`src/rtl/cordic_arbiter_if.sv`:
```
// cordic_arbiter_if
//   Request and response bus between the angle-producing clients and the
//   shared CORDIC arbiter.
//   Request side : req_valid[N_REQ], req_angle[18*N_REQ] (slice i = requester i),
//                  req_ready[N_REQ] (one-hot accept strobe).
//   Response side: rsp_valid, rsp_ready, rsp_id, rsp_cos, rsp_sin, rsp_angle,
//                  rsp_err (00 ok, 01 out of range, 10 timeout).
//   master = client side, slave = arbiter side.
interface cordic_arbiter_if #(
    parameter int N_REQ = 4,
    parameter int ID_W  = 2
);
    logic [N_REQ-1:0]    req_valid;
    logic [18*N_REQ-1:0] req_angle;
    logic [N_REQ-1:0]    req_ready;

    logic                rsp_valid;
    logic                rsp_ready;
    logic [ID_W-1:0]     rsp_id;
    logic [17:0]         rsp_cos;
    logic [17:0]         rsp_sin;
    logic [17:0]         rsp_angle;
    logic [1:0]          rsp_err;

    modport master (
        output req_valid, req_angle, rsp_ready,
        input  req_ready, rsp_valid, rsp_id, rsp_cos, rsp_sin, rsp_angle, rsp_err
    );

    modport slave (
        input  req_valid, req_angle, rsp_ready,
        output req_ready, rsp_valid, rsp_id, rsp_cos, rsp_sin, rsp_angle, rsp_err
    );
endinterface

```
`src/rtl/cordic_arbiter.sv`:
```
// cordic_arbiter
//   Shares one iterative CORDIC core among N_REQ requesters. Requests are
//   granted round-robin, range-checked, launched with a one-cycle init pulse
//   and answered on a single tagged response bus with backpressure.
//   All angle/cos/sin values are signed 2.16 fixed point, 18 bits.
// Ports:
//   clk, rst_n        : clock, asynchronous active-low reset
//   bus (slave)       : request/response bus, see cordic_arbiter_if
//   busy              : high in every state except IDLE
//   cordic_init       : one-cycle init pulse to the core
//   cordic_angle      : angle to the core, stable from LAUNCH to end of WAIT
//   cordic_done       : core done (level, may be stale right after init)
//   cordic_cos/sin    : core results
//   cordic_angle_out  : core residual angle
module cordic_arbiter #(
    parameter int N_REQ     = 4,
    parameter int ID_W      = 2,
    parameter int ANGLE_MAX = 102944,
    parameter int TIMEOUT   = 64
) (
    input  logic        clk,
    input  logic        rst_n,
    cordic_arbiter_if.slave bus,
    output logic        busy,
    output logic        cordic_init,
    output logic [17:0] cordic_angle,
    input  logic        cordic_done,
    input  logic [17:0] cordic_cos,
    input  logic [17:0] cordic_sin,
    input  logic [17:0] cordic_angle_out
);

    typedef enum logic [1:0] {IDLE, LAUNCH, WAIT, RESP} state_t;

    localparam logic [1:0] ERR_OK      = 2'b00;
    localparam logic [1:0] ERR_RANGE   = 2'b01;
    localparam logic [1:0] ERR_TIMEOUT = 2'b10;

    localparam int CNT_W = $clog2(TIMEOUT + 1);
    localparam logic signed [17:0] ANG_HI = 18'(ANGLE_MAX);
    localparam logic signed [17:0] ANG_LO = -ANG_HI;

    state_t            state, state_nx;
    logic [ID_W-1:0]   ptr;
    logic [ID_W-1:0]   id_q;
    logic [17:0]       cos_q, sin_q, ang_q;
    logic [1:0]        err_q;
    logic [CNT_W-1:0]  wait_cnt;

    logic              found_hi, found_lo, gnt_found;
    logic [ID_W-1:0]   idx_hi, idx_lo, gnt_idx;
    logic signed [17:0] ang_hi, ang_lo, gnt_angle;
    logic              gnt_oor;
    logic              done_ok, timed_out;

    // Round-robin search: the first valid index above the pointer wins;
    // if none, the first valid index at or below it (wrap-around).
    // NOTE: every combinational output gets a default first so no path leaves it unassigned (no latch).
    always_comb begin
        found_hi = 1'b0;
        found_lo = 1'b0;
        idx_hi   = '0;
        idx_lo   = '0;
        ang_hi   = '0;
        ang_lo   = '0;
        for (int i = 0; i < N_REQ; i++) begin
            if (bus.req_valid[i]) begin
                if (ID_W'(i) > ptr && !found_hi) begin
                    found_hi = 1'b1;
                    idx_hi   = ID_W'(i);
                    ang_hi   = bus.req_angle[18*i +: 18];
                end
                if (ID_W'(i) <= ptr && !found_lo) begin
                    found_lo = 1'b1;
                    idx_lo   = ID_W'(i);
                    ang_lo   = bus.req_angle[18*i +: 18];
                end
            end
        end
        gnt_found = found_hi || found_lo;
        gnt_idx   = found_hi ? idx_hi : idx_lo;
        gnt_angle = found_hi ? ang_hi : ang_lo;
        // The most negative code falls below ANG_LO, so it is rejected too.
        gnt_oor   = (gnt_angle > ANG_HI) || (gnt_angle < ANG_LO);
    end

    // The core's done level may still be high from the previous operation
    // during the first WAIT cycle, so it is only trusted from cycle two on.
    assign done_ok   = (state == WAIT) && (wait_cnt != '0) && cordic_done;
    assign timed_out = (state == WAIT) && (wait_cnt == CNT_W'(TIMEOUT - 1)) && !done_ok;

    // NOTE: sequential state uses non-blocking assignments so every register samples pre-edge values.
    always_ff @(posedge clk or negedge rst_n) begin
        if (!rst_n) state <= IDLE;
        else        state <= state_nx;
    end

    always_comb begin
        state_nx      = state;
        bus.req_ready = '0;
        case (state)
            IDLE: begin
                if (gnt_found) begin
                    for (int i = 0; i < N_REQ; i++)
                        bus.req_ready[i] = (gnt_idx == ID_W'(i));
                    state_nx = gnt_oor ? RESP : LAUNCH;
                end
            end
            LAUNCH:  state_nx = WAIT;
            WAIT:    if (done_ok || timed_out) state_nx = RESP;
            RESP:    if (bus.rsp_ready) state_nx = IDLE;
            default: state_nx = IDLE;
        endcase
    end

    assign busy          = (state != IDLE);
    assign cordic_init   = (state == LAUNCH);
    assign bus.rsp_valid = (state == RESP);
    assign bus.rsp_id    = id_q;
    assign bus.rsp_cos   = cos_q;
    assign bus.rsp_sin   = sin_q;
    assign bus.rsp_angle = ang_q;
    assign bus.rsp_err   = err_q;

    // Datapath: capture on grant, fill response on done/timeout, hold in RESP.
    always_ff @(posedge clk or negedge rst_n) begin
        if (!rst_n) begin
            ptr          <= ID_W'(N_REQ - 1);
            id_q         <= '0;
            cos_q        <= '0;
            sin_q        <= '0;
            ang_q        <= '0;
            err_q        <= ERR_OK;
            cordic_angle <= '0;
            wait_cnt     <= '0;
        end else begin
            case (state)
                IDLE: begin
                    if (gnt_found) begin
                        ptr          <= gnt_idx;
                        id_q         <= gnt_idx;
                        cordic_angle <= gnt_angle;
                        if (gnt_oor) begin
                            cos_q <= '0;
                            sin_q <= '0;
                            ang_q <= gnt_angle;
                            err_q <= ERR_RANGE;
                        end
                    end
                end
                LAUNCH: wait_cnt <= '0;
                WAIT: begin
                    wait_cnt <= wait_cnt + 1'b1;
                    if (done_ok) begin
                        cos_q <= cordic_cos;
                        sin_q <= cordic_sin;
                        ang_q <= cordic_angle_out;
                        err_q <= ERR_OK;
                    end else if (timed_out) begin
                        cos_q <= '0;
                        sin_q <= '0;
                        ang_q <= '0;
                        err_q <= ERR_TIMEOUT;
                    end
                end
                default: ;
            endcase
        end
    end

endmodule

```
`src/flat_wrapper.sv`:
```
// flat-port wrapper written by rule: the top's interface ports become plain ports
module cordic_arbiter_flat 
#(
    parameter int N_REQ     = 4,
    parameter int ID_W      = 2,
    parameter int ANGLE_MAX = 102944,
    parameter int TIMEOUT   = 64
)
  (clk, rst_n, busy, cordic_init, cordic_angle, cordic_done, cordic_cos, cordic_sin, cordic_angle_out, bus_req_valid, bus_req_angle, bus_rsp_ready, bus_req_ready, bus_rsp_valid, bus_rsp_id, bus_rsp_cos, bus_rsp_sin, bus_rsp_angle, bus_rsp_err);
  cordic_arbiter_if #(.N_REQ(N_REQ), .ID_W(ID_W)) bus_i ();
  input  logic clk;
  input  logic rst_n;
  output logic busy;
  output logic cordic_init;
  output logic [17:0] cordic_angle;
  input  logic cordic_done;
  input  logic [17:0] cordic_cos;
  input  logic [17:0] cordic_sin;
  input  logic [17:0] cordic_angle_out;
  input wire logic [$bits(bus_i.req_valid)-1:0] bus_req_valid;
  input wire logic [$bits(bus_i.req_angle)-1:0] bus_req_angle;
  input wire logic [$bits(bus_i.rsp_ready)-1:0] bus_rsp_ready;
  output wire logic [$bits(bus_i.req_ready)-1:0] bus_req_ready;
  output wire logic [$bits(bus_i.rsp_valid)-1:0] bus_rsp_valid;
  output wire logic [$bits(bus_i.rsp_id)-1:0] bus_rsp_id;
  output wire logic [$bits(bus_i.rsp_cos)-1:0] bus_rsp_cos;
  output wire logic [$bits(bus_i.rsp_sin)-1:0] bus_rsp_sin;
  output wire logic [$bits(bus_i.rsp_angle)-1:0] bus_rsp_angle;
  output wire logic [$bits(bus_i.rsp_err)-1:0] bus_rsp_err;
  assign bus_i.req_valid = bus_req_valid;
  assign bus_i.req_angle = bus_req_angle;
  assign bus_i.rsp_ready = bus_rsp_ready;
  assign bus_req_ready = bus_i.req_ready;
  assign bus_rsp_valid = bus_i.rsp_valid;
  assign bus_rsp_id = bus_i.rsp_id;
  assign bus_rsp_cos = bus_i.rsp_cos;
  assign bus_rsp_sin = bus_i.rsp_sin;
  assign bus_rsp_angle = bus_i.rsp_angle;
  assign bus_rsp_err = bus_i.rsp_err;
  cordic_arbiter #(.N_REQ(N_REQ), .ID_W(ID_W), .ANGLE_MAX(ANGLE_MAX), .TIMEOUT(TIMEOUT)) u_core (.clk(clk), .rst_n(rst_n), .bus(bus_i), .busy(busy), .cordic_init(cordic_init), .cordic_angle(cordic_angle), .cordic_done(cordic_done), .cordic_cos(cordic_cos), .cordic_sin(cordic_sin), .cordic_angle_out(cordic_angle_out));
endmodule
```
`config.mk`:
```
export PLATFORM = sky130hd
export DESIGN_NAME = cordic_arbiter_flat
export DESIGN_NICKNAME = d
export VERILOG_FILES = /design/src/rtl/cordic_arbiter_if.sv /design/src/rtl/cordic_arbiter.sv /design/src/flat_wrapper.sv
export SDC_FILE = /design/constraint.sdc
export NUM_CORES = 1
export LEC_CHECK = 0
export CAP_MARGIN = 20
export CORE_ASPECT_RATIO = 1.25
export CORE_MARGIN = 5
export CORE_UTILIZATION = 38
export CTS_CLUSTER_DIAMETER = 150
export CTS_CLUSTER_SIZE = 10
export DETAILED_ROUTE_END_ITERATION = 8
export GPL_TIMING_DRIVEN = 0
export PLACE_DENSITY = 0.8
export SLEW_MARGIN = 20
export SYNTH_ARGS = -nofsm -noshare
export SYNTH_HDL_FRONTEND = slang
export SYNTH_SLANG_ARGS = --single-unit
```
`constraint.sdc`:
```
create_clock -name clk -period 10.07 [get_ports clk]
set_clock_uncertainty 0.2 [all_clocks]
set_input_delay 1.5105 -clock clk [delete_from_list [all_inputs] [get_ports clk]]
set_output_delay 1.5105 -clock clk [all_outputs]
set_load 0.02 [all_outputs]
```
# After elaboration in Yosys (flattened, before gate mapping)
# Index checks and enable logic that the tools add are counted.
# op_classes
reduce_logical	29
muxes	70
eq_ne	12
addsub	1
n_lt_le_gt_ge	10
# op_table
op	count
$mux 18	25
$pmux 18 s2	3
$mux 2	19
$gt 18x18->1 const B	1
$lt 18x18->1 const B	1
$mux 1	18
$pmux 7 s2	1
$logic_and 1x1->1	10
$eq 2x2->1 const B	4
$mux 4	2
$pmux 2 s4	1
$add 7x1->7 const B	1
$eq 7x6->1 const B	1
$logic_not 1->1	7
$reduce_bool 7->1	1
$reduce_bool 2->1	3
$eq 2x1->1 const B	2
$gt 1x2->1 const A	2
$gt 2x2->1 const A	2
$le 1x2->1 const A	2
$le 2x2->1 const A	2
$logic_not 2->1	2
$ne 2x1->1 const B	2
$ne 2x2->1 const B	2
6 further kinds	8
# word_totals
out_inout_bits	83
input_bits	134
ff_bits	87
wordCells	131

# Depth between registers and ports, before layout
# logic_depth
depth_word	21
ltp_mapped	13
ltp_nobuf	9

# Worst setup path before layout
# OpenSTA, ideal clock, no wires.
# synth_path
path_kind	input -> output
start	input bus_req_valid[0]
end	output bus_req_ready[3]
slack_ps	5195
t_required_ps	8359
n_path_buf	3
stages	8
arrival_time_ps	3164
cell_sequence	buf_4 -> buf_2 -> buf_2 -> nor2_1 -> o22ai_1 -> a211o_1 -> or2_2 -> nor2b_1
# synth_between
elab_chain_cells	17
elab_cells_between_ends	43
cone_classes	eq/ne (1); mux (29); reduce/logical (13)
# synth_lines
item	line_no	rtl
start, declared	flat_wrapper.sv:20	input wire logic [$bits(bus_i.req_valid)-1:0] bus_req_valid;
$mux 1	cordic_arbiter.sv:67	if (bus.req_valid[i]) begin
$logic_not 1->1, on equally long branches	cordic_arbiter.sv:73, cordic_arbiter.sv:68	
$logic_and 1x1->1, on equally long branches	cordic_arbiter.sv:73, cordic_arbiter.sv:68	
$mux 1, on equally long branches	cordic_arbiter.sv:73, cordic_arbiter.sv:68	
$mux 1	cordic_arbiter.sv:67	
$logic_not 1->1, on equally long branches	cordic_arbiter.sv:73, cordic_arbiter.sv:68	
$logic_and 1x1->1, on equally long branches	cordic_arbiter.sv:73, cordic_arbiter.sv:68	
$mux 1, on equally long branches	cordic_arbiter.sv:73, cordic_arbiter.sv:68	
$mux 1	cordic_arbiter.sv:67	
$logic_not 1->1, on equally long branches	cordic_arbiter.sv:73, cordic_arbiter.sv:68	
$logic_and 1x1->1, on equally long branches	cordic_arbiter.sv:73, cordic_arbiter.sv:68	
$mux 2, or another cell as far along	cordic_arbiter.sv:73	if (ID_W'(i) <= ptr && !found_lo) begin
$mux 2 / $mux 1 (equally long branches)	cordic_arbiter.sv:67	
$mux 2	cordic_arbiter.sv:81	gnt_idx = found_hi ? idx_hi : idx_lo;
$eq 2x2->1	cordic_arbiter.sv:105	bus.req_ready[i] = (gnt_idx == ID_W'(i));
$mux 4 *	cordic_arbiter.sv:103	if (gnt_found) begin
$mux 4 *	cordic_arbiter.sv:101	case (state)
end, declared	flat_wrapper.sv:23	output wire logic [$bits(bus_i.req_ready)-1:0] bus_req_ready;
# Mark *: on every way between the ends. The rest lies on a longest branch, timed or not.

# Worst setup path after layout
# layout_path
start	input bus_req_valid[1]
end	output bus_req_ready[2]
# layout_between
elab_chain_cells	13
elab_cells_between_ends	33
cone_classes	eq/ne (1); mux (23); reduce/logical (9)
# layout_lines
item	line_no
$mux 1	cordic_arbiter.sv:67
$logic_not 1->1, on equally long branches	cordic_arbiter.sv:73, cordic_arbiter.sv:68
$logic_and 1x1->1, on equally long branches	cordic_arbiter.sv:73, cordic_arbiter.sv:68
$mux 1, on equally long branches	cordic_arbiter.sv:73, cordic_arbiter.sv:68
$mux 1	cordic_arbiter.sv:67
$logic_not 1->1, on equally long branches	cordic_arbiter.sv:73, cordic_arbiter.sv:68
$logic_and 1x1->1, on equally long branches	cordic_arbiter.sv:73, cordic_arbiter.sv:68
$mux 2, or another cell as far along	cordic_arbiter.sv:73
$mux 2 / $mux 1 (equally long branches)	cordic_arbiter.sv:67
$mux 2	cordic_arbiter.sv:81
$eq 2x2->1	cordic_arbiter.sv:105
$mux 4 *	cordic_arbiter.sv:103
$mux 4 *	cordic_arbiter.sv:101
# Marked as above.

==> impl_metrics.yaml <==
layout:
  stdcell_count: 933
  insertedDiodeCount: 0
  final_nets: 897
  final_layout_size_suffix_gt1_frac: 0.109
  areaGrowthSynthToFinish_pct: 53.3
  fin_area_um2: 7740
floorplanning:
  die_w_um: 113
  pin_count: 217
  die_height_um: 139
  die-area_um2: 15700
  num_rows: 47
  initial_core_util: 0.384
  core_um2: 13200
setup_path:
  critPathMaxFanout: 10
  worstPathCellList: "clkdlybuf4s50_1, nand2b_1, buf_2, buf_2, a21oi_1, a211o_1, or2_2, nor2_1, clkdlybuf4s50_1"
  cp_data_arrival_time_ns: 4.03
  critPathMaxStageDelay_ns: 0.63
  worstSetupEndpointType: "output port"
  path_class: "primary input to output port"
  crit_path_start_kind: "primary input"
  critPathSlowestCell: "clkdlybuf4s50_1"
  required_ns: 8.36
sta:
  relSlewSlack: 0.331
  worst_slew_pin_slew_ns: 1.00
  hold_viol: 0
  fmax_mhz: 174
  fin_crit_ns: 5.74
  setup_ws_ns: 4.33
  tns_ns: 0
  drv_slew: 0
  rsz0062_at_grt: "no"
  final-setup-viol-count: 0
  fin_crit_sh: 0.570
synthesis:
  yosys.area.top_type: "dfrtp_1"
  synth.area.top_cells: "dfrtp_1 (42%), a22o_1 (6.2%), nand2_1 (5.9%)"
  syn_area_um2: 5050
  avgSynthCellArea_um2: 9.53
  synth_common_cells: "dfrtp_1 (85), nand2_1 (80), o21ai_0 (49)"
  syn_nets: 670
  synth.top_cell.area_share: 0.421
  synth_compound_gate_area_share: 0.273
  synth_top_family_by_area: "compound AO/OA/AOI/OAI gates"
  synth_cell_type_count: 69
  synthXorXnorAreaFrac: 0.00173
  synth_seq_area_share: 0.431
  synthAdderAreaFrac: 0.0149
  synthCells: 530
  synthMuxAreaShare: 0.0542
  synth_edf_count: 0
  async_flop_share: 1.00
  ys_warn_count: 0
  synth_ff_type: "dfrtp_1"
  synthSimpleGateAreaFrac: 0.169
  ys_ff_latch: 87
  yosysMostFrequentCell: "dfrtp_1"
clocking:
  tritoncts: "built"
  clk_latency_ns: 0.34
  cts.sinks: 87
  path_clk_slew_ns: 0.07
  cts_buffers: 9
  cts_resized: 0
  clockBufferDepth: 2
  ctsHoldBuffers: 0
  htreeDepth: 3
  cts-root-buf: "clkbuf_16"
  cts_setup_buffers: 0
placed_design:
  dp_slack_ns: 4.33
  gp_congestion: 0.964
  io_buffer_count: 215
  dpl.cell_count: 917
  dp_hpwl_mm: 15.2
  placed_cell_area_um2: 7440
global_routing:
  gr-usage-all-layers: 0.241
  overflow: 0
  antenna_found_initial: 0
  grt_pass1_vias: 5560
  grt_max_degree: 59
  grt_pass1_wl_mm: 30.2
run_status:
  status: "completed"
drt:
  drtPass1Iterations: 5
  vias_per_cell: 5.75
  drt_wl_total_mm: 19.3
  drcViolationCount: 0
  wire_per_inst_um: 20.6
  ant_nets: 0
  num_vias: 5369
  drt_iter0_markers: 499
power:
  p_leak_nw: 3.22
  total_power_w: 0.00218
  power.density_nw_per_um2: 281
  vdd_drop_max_v: 0.000103
hold_path:
  hold_class: "register to register"
flow_run:
  maxCapViolCount: 0
## power breakdown
part | switching (W) | internal, W | leakage (nW)
logic | 0.000718 | 0.000570 | 1.94
clock network | 0.000157 | 0.000175 | 0.144
registers | 0.0000753 | 0.000480 | 1.14
## cells by family (layout without fill, tap and decap cells)
family / count (synthesis) / after routing
adder cells (fa/ha/maj): 6 / 6
flip-flops: 87 / 87
AND/OR/NAND/NOR: 175 / 175
buffers and inverters: 55 / 287
AO/OA/AOI/OAI: 186 / 186
multiplexers: 20 / 20
XOR/XNOR: 1 / 1
## flip-flops by register name, indices dropped and copies added (netlist names)
register              count
u_core.state              2
u_core.cordic_angle      18
u_core.bus.rsp_sin       18
u_core.bus.rsp_err        2
u_core.bus.rsp_cos       18
u_core.wait_cnt           7
u_core.bus.rsp_angle     18
u_core.bus.rsp_id         2
u_core.ptr                2
## through the flow
stage / hold WS [ns] / utilization
floorplan: 0.300 / -
global placement: 0.263 / 0.563
detailed placement: 0.266 / 0.565
CTS: 0.281 / 0.588
global route: 0.310 / 0.588
finish: 0.280 / 0.588
## cell type report
type	instances	area, µm²
plain buffers	39	221
clock buffers	9	225
clock inverters	7	75.1
fillers	1141	5430
inverters	16	60.1
multi-input cells	388	2590
flip-flops and latches	87	2180
well taps	171	214
repair buffers	216	2180
## critical path: cells and delay by family
kind                   cells  cell delay (ns)
buffers and inverters      4             1.62
AND/OR/NAND/NOR            3             0.56
AO/OA/AOI/OAI              2             0.33
## layer usage
metal,up-vias,track usage,wire length (µm)
li1,2417,-,-
met3,62,0.0550,1490
met1,2565,0.287,7420
met4,0,0.120,745
met2,325,0.406,9590
met5,-,0,0
## worst paths after layout
check                                        from                        to  slack (ns)  cells after the start
hold / removal             u_core.cordic_angle[6]    u_core.cordic_angle[6]        0.28                      2
min in group asynchronous                   rst_n    u_core.bus.rsp_sin[10]        0.89                      1
hold reg to reg            u_core.cordic_angle[6]    u_core.cordic_angle[6]        0.28                      2
setup reg to reg                    u_core.ptr[1]  u_core.bus.rsp_angle[13]        5.81                     11
max in group asynchronous                   rst_n             u_core.ptr[0]        8.08                      2
setup / recovery                 bus_req_valid[1]          bus_req_ready[2]        4.33                      9
## cells in the final DEF, fill, tap and decap left out, drive strengths merged, types with 4 or more instances in the layout
master / count
buf: 29
nor2: 19
inv: 19
nor2b: 7
nand2: 81
o22ai: 5
and2: 11
or3: 5
nor3: 9
dfrtp: 85
o21ai: 50
a221o: 14
a221oi: 11
nand3: 19
a21oi: 29
mux2: 20
a22o: 36
nand2b: 8
a31oi: 4
o221ai: 4
clkbuf: 21
ha: 6
clkdlybuf4s50: 214
Note: power is estimated with default switching activity, not from simulation.
